`config.mk`:
```
export PLATFORM = sky130hd
export DESIGN_NAME = dac_sample_pacer
export DESIGN_NICKNAME = d
export VERILOG_FILES = /design/src/rtl/dac_sample_pacer.sv
export SDC_FILE = /design/constraint.sdc
export NUM_CORES = 1
export LEC_CHECK = 0
export BUFFER_PORTS_ARGS = -buffer_cell sky130_fd_sc_hd__buf_2
export CAP_MARGIN = 10
export CORE_MARGIN = 2
export CORE_UTILIZATION = 50
export CTS_CLUSTER_SIZE = 16
export DETAILED_ROUTE_END_ITERATION = 7
export GPL_ROUTABILITY_DRIVEN = 0
export PLACE_DENSITY = 0.79
export SLEW_MARGIN = 0
export SYNTH_ARGS = -nofsm -noshare
export SYNTH_HDL_FRONTEND = slang
export SYNTH_SLANG_ARGS = --single-unit
```
`constraint.sdc`:
```
create_clock -name clk -period 4.08 [get_ports clk]
set_input_delay 0.408 -clock clk [delete_from_list [all_inputs] [get_ports clk]]
set_output_delay 0.408 -clock clk [all_outputs]
set_load 0.01 [all_outputs]
```
`src/rtl/dac_sample_pacer.sv`:
```
// dac_sample_pacer: captures core output changes into a FIFO and releases them to the DAC at a fixed rate.
// A code is queued once per change. Queued codes are popped on rate ticks. Overflow and underflow are sticky flags.
module dac_sample_pacer #(
    parameter int DATA_W = 10,
    parameter int DEPTH  = 8,
    parameter int DIV_W  = 16
) (
    input  logic                     clk,
    input  logic                     reset,
    input  logic                     en,
    input  logic [DATA_W-1:0]        core_out,
    input  logic [DIV_W-1:0]         rate_div,
    input  logic                     clr_flags,
    output logic [DATA_W-1:0]        dac_d,
    output logic                     dac_upd,
    output logic [$clog2(DEPTH):0]   fifo_level,
    output logic                     ovf,
    output logic                     unf
);
    localparam int AW = $clog2(DEPTH);
    localparam int LW = AW + 1;

    logic [DATA_W-1:0] mem_q [DEPTH];
    logic [DATA_W-1:0] last_in_q, dac_code_q, dac_code_d;
    logic [DIV_W-1:0]  cnt_q, cnt_d, n;
    logic [AW-1:0]     rd_q, rd_d, wr_q, wr_d;
    logic [LW-1:0]     level_q, level_d;
    logic              upd_q, ovf_q, ovf_d, unf_q, unf_d;
    logic              tick, empty, full, push, pop, wr_en;

    assign n     = (rate_div == '0) ? DIV_W'(1) : rate_div;
    assign tick  = en && (cnt_q >= n - DIV_W'(1));
    assign empty = (level_q == '0);
    assign full  = (level_q == LW'(DEPTH));
    assign push  = en && (core_out != last_in_q);
    // emptiness is judged before this cycle's push, so a push never bypasses to the DAC
    assign pop   = tick && !empty;
    assign wr_en = push && (!full || pop);

    always_comb begin
        cnt_d      = (!en || tick) ? '0 : cnt_q + 1'b1;
        rd_d       = rd_q + AW'(pop);
        wr_d       = wr_q + AW'(wr_en);
        level_d    = level_q + LW'(wr_en) - LW'(pop);
        dac_code_d = pop ? mem_q[rd_q] : dac_code_q;
        ovf_d      = (push && full && !pop) || (ovf_q && !clr_flags);
        unf_d      = (tick && empty) || (unf_q && !clr_flags);
    end

    always_ff @(posedge clk or posedge reset) begin
        if (reset) begin
            last_in_q  <= '0;
            cnt_q      <= '0;
            rd_q       <= '0;
            wr_q       <= '0;
            level_q    <= '0;
            dac_code_q <= '0;
            upd_q      <= 1'b0;
            ovf_q      <= 1'b0;
            unf_q      <= 1'b0;
        end else begin
            last_in_q  <= core_out;
            cnt_q      <= cnt_d;
            rd_q       <= rd_d;
            wr_q       <= wr_d;
            level_q    <= level_d;
            dac_code_q <= dac_code_d;
            upd_q      <= pop;
            ovf_q      <= ovf_d;
            unf_q      <= unf_d;
        end
    end

    always_ff @(posedge clk) begin
        if (wr_en) mem_q[wr_q] <= core_out;
    end

    assign dac_d      = dac_code_q;
    assign dac_upd    = upd_q;
    assign fifo_level = level_q;
    assign ovf        = ovf_q;
    assign unf        = unf_q;
endmodule

```
==> impl_summary.md <==
Flow run
The number of violations of the max-capacitance limit is 0.

Detailed routing
The total number of vias is 3433. The first detailed-routing pass ran for 4 iterations. After detailed routing, the number of vias per cell comes to 5.57. The number of design rule violations left after detail routing is 0.

The violation count after the first detailed-route iteration is 189. Once detail routing completed, the nets flagged for antenna violations numbered 0. The sum of routed wire length over all layers is 11.7 mm. The per-cell routed wire length is 18.9 um.

Logic synthesis
Of all flip-flops after synthesis, the portion carrying an async set or reset was 38.0%. The post-synthesis net count is 443. The number of warnings issued by yosys is 0. Among all flip-flop cells after synthesis, the most frequent one is sky130_fd_sc_hd__edfxtp_1.

Yosys mapped a number of flops with a built-in enable equal to 80. The per-instance average area after synthesis is 15.1 um2. The cell type with the highest aggregate area in the netlist is sky130_fd_sc_hd__edfxtp_1. After synthesis the netlist holds a flip-flop and latch count of 129. After synthesis, the netlist uses 38 different library cells. The post-synthesis sequential area ratio is 62.6%. The number of instances in the synthesized netlist is 385. The synthesized netlist occupies a cell area of 0.00580 mm2. By area the synthesized netlist is led by sky130_fd_sc_hd__edfxtp_1, sky130_fd_sc_hd__dfrtp_1, sky130_fd_sc_hd__mux4_2, sky130_fd_sc_hd__ha_1, sky130_fd_sc_hd__xor2_1. In this run the biggest area consumer among cell types represents 41.4% of the synthesized area.

Power
The overall power of the completed layout is 0.00379 W. The leakage power total is 2.75 nW. Dividing total power by cell area gives a power density of 543 mW/mm2. VDD sags by at most 0.284 mV.

Timing
The number of setup violations in the final report is 0. The share of the clock period used by the worst path after layout is 93.9%. The routed design could run at a clock period as short as 3.83 ns. The number of hold-slack violations in the final timing report came to 0. The number of slew-limit violations in the final report is 0. Summed over all failing endpoints, the final setup total negative slack is 0 ns. Setup repair after global routing left no endpoint under its margin. The worst clock skew on the final layout is 0.00987 ns.

For the pin with the worst max-slew slack, the measured transition is 1.02 ns. Derived from the worst setup path, the maximum achievable clock frequency is 261 MHz. The remaining max-slew budget at the tightest pin is 32.1%.

Clock tree
Clock-pin slew was measured on the worst setup and hold paths at 0.06 ns. The number of CTS-inserted buffers is 17. The maximum clock path buffer count is 2. The TritonCTS clock tree is built. The H-tree generated during clock tree synthesis spans 4 levels. The number of clock sinks is 129. In this run the post-CTS setup repair buffer count came out at 0. The clock root buffer is sky130_fd_sc_hd__clkbuf_16.

The later-pin clock latency in the skew report is 0.41 ns.

Die
The floorplan step defined a die boundary enclosing 0.0125 mm2. The vertical die dimension is 112 um. The initial standard-cell utilization of the core is 51.0%. In this run the standard cell core region covers 0.0114 mm2. 47 I/O pins were placed.

From left edge to right edge, the die measures 112 um. The floorplan has 39 rows.

Critical path
The largest individual stage delay along the critical path comes from the cell sky130_fd_sc_hd__or3_4. Walking the worst path, the cells encountered are buf_2 -> or3_4 -> nor4_4 -> nand3_1 -> nor3_2 -> nor2_1 -> ha_2 -> nand2_2 -> nor2_1 -> xnor2_1 -> ha_1 -> nand4_1 -> nor2_1 -> a311oi_1 -> nand4_1 -> and3_1 -> buf_4 -> nand2_1 -> ha_1 -> a21o_1 -> a21oi_2 -> xor2_1. STA classifies the critical path endpoint as a flop. The critical path in this run is classified as primary input to flop. The maximum fanout count along the critical path is 9. The maximum single-stage delay on the critical path is 0.41 ns. The data required time at the worst endpoint is 4.42 ns.

The cell family contributing the most delay on the critical path is simple AND/OR/NAND/NOR gates. The data arrival time at the worst-slack endpoint is 4.17 ns. The most numerous cell on the critical path is sky130_fd_sc_hd__nor2_1. The startpoint type of the worst setup path is a primary input.

The number of buffer and inverter instances along the worst setup path is 2.

GRT
The first global-routing pass estimated 19.3 mm of wire. The global-route congestion overflow total is 0. The via count of the first global-routing pass is 3646. Entering global routing, the biggest net connects 50 pins. The initial antenna violation count is 1. For this run, the total global-route usage over all layers was measured as 20.2%.

Placement
The half-perimeter wire length of the detailed placement result is 7.31 mm. The quantity of I/O buffers inserted on ports is 46. Once placement finished, the instance area stood at 0.00635 mm2.

Cells and area
The area of all placed cells without fillers is 0.00697 mm2. For this run, the post-layout net count is 517. Relative to the synthesized area, the layout overhead comes to 20.2%. The share of cells above drive strength 1 is 32.2%.

Outcome
The flow ran to the end, and the final reports show no timing, DRC or antenna violations.

Worst hold path
In this run the worst hold path is classified as primary input to flop.
[synthesized netlist by cell type, types with 5 or more instances]
master / count
sky130_fd_sc_hd__edfxtp_1: 80
sky130_fd_sc_hd__dfrtp_1: 49
sky130_fd_sc_hd__nor2_1: 35
sky130_fd_sc_hd__ha_1: 27
sky130_fd_sc_hd__xor2_1: 23
sky130_fd_sc_hd__mux4_2: 20
sky130_fd_sc_hd__nand2_1: 18
sky130_fd_sc_hd__xnor2_1: 16
sky130_fd_sc_hd__inv_1: 15
sky130_fd_sc_hd__mux2_2: 15
sky130_fd_sc_hd__nor4_1: 11
sky130_fd_sc_hd__nand4_1: 9
sky130_fd_sc_hd__a21oi_1: 8
sky130_fd_sc_hd__nand3_1: 8
sky130_fd_sc_hd__mux2_4: 5
sky130_fd_sc_hd__nor3_1: 5
sky130_fd_sc_hd__o21ai_0: 5
[sequential cells by signal, summed over array words and instances (netlist names)]
signal / cells
cnt_q: 16
dac_d: 10
dac_upd: 1
fifo_level: 4
last_in_q: 10
mem_q: 80
ovf: 1
rd_q: 3
unf: 1
wr_q: 3
[kinds of logic after synthesis]
logic type	share of synthesized area, %
mux	12.3
flops	62.6
fa+ha+maj	6.17
xor+xnor	5.89
compound gates	2.20
simple gates	8.98
buf+inv	1.88
[power by group]
group	internal, W	leakage (nW)	total (W)	switching [W]
sequential	0.00158	1.36	0.00169	0.000109
clock	0.000907	0.268	0.00148	0.000576
combinational	0.000284	1.12	0.000615	0.000331
total	0.00277	2.75	0.00379	0.00102
[path summary, 6_finish.rpt]
check                             from             to  slack (ns)  cells after the start
hold reg to reg               dac_d[9]       dac_d[9]        0.50                      1
setup reg to reg              cnt_q[0]  fifo_level[3]        1.10                     13
max in group asynchronous        reset        rd_q[1]        3.05                      4
hold / removal               clr_flags            ovf        0.21                      2
setup / recovery           rate_div[8]  fifo_level[3]        0.25                     22
min in group asynchronous        reset   last_in_q[0]        0.52                      3
[per-stage QoR]
step                      hold WS (ns)  setup slack [ns]  utilization [%]  instances
after floorplan                  0.439           -0.0206                -        385
after global placement           0.490          -0.00141             55.8        581
after detailed placement         0.492            -0.167             55.8        581
after CTS                        0.194             0.265             61.0        613
after global routing             0.203           0.00943             61.3        616
final                            0.209             0.250             61.3        616
[layer usage]
| layer | global-route usage, % | share of wire (%) | vias to the layer above |
|---|---|---|---|
| li1 | - | - | 1588 |
| met1 | 25.4 | 41 | 1753 |
| met2 | 34.6 | 53 | 83 |
| met3 | 4.90 | 4.8 | 9 |
| met4 | 7.08 | 1.1 | 0 |
| met5 | 0 | 0 | - |
[area by class of cell]
class | count | area (um2)
Antenna cell | 1 | 2.50
Clock buffer | 18 | 429
Clock inverter | 14 | 154
Fill cell | 819 | 4400
Inverter | 15 | 56.3
Multi-Input combinational cell | 232 | 2140
Sequential cell | 129 | 3630
Tap cell | 143 | 179
Timing Repair Buffer | 64 | 380
[what timing repair did]
action | in CTS | in global routing
hold endpoints to repair | 0 | 13
setup endpoints to repair | 0 | 2
hold buffers | 0 | 1
gates resized for setup | 0 | 2
[cells in the final DEF (no fill, tap or decap), types with 9 or more instances in the layout]
master	Yosys	routed
sky130_fd_sc_hd__buf_2	3	46
sky130_fd_sc_hd__xor2_1	23	23
sky130_fd_sc_hd__xnor2_1	16	16
sky130_fd_sc_hd__nor2_1	35	34
sky130_fd_sc_hd__ha_1	27	26
sky130_fd_sc_hd__mux2_2	15	15
sky130_fd_sc_hd__mux4_2	20	20
sky130_fd_sc_hd__nand4_1	9	9
sky130_fd_sc_hd__clkbuf_16	0	17
sky130_fd_sc_hd__inv_1	15	14
sky130_fd_sc_hd__dfrtp_1	49	49
sky130_fd_sc_hd__nand2_1	18	17
sky130_fd_sc_hd__edfxtp_1	80	80
sky130_fd_sc_hd__buf_4	0	16
Note: power is estimated with default switching activity, not from simulation.
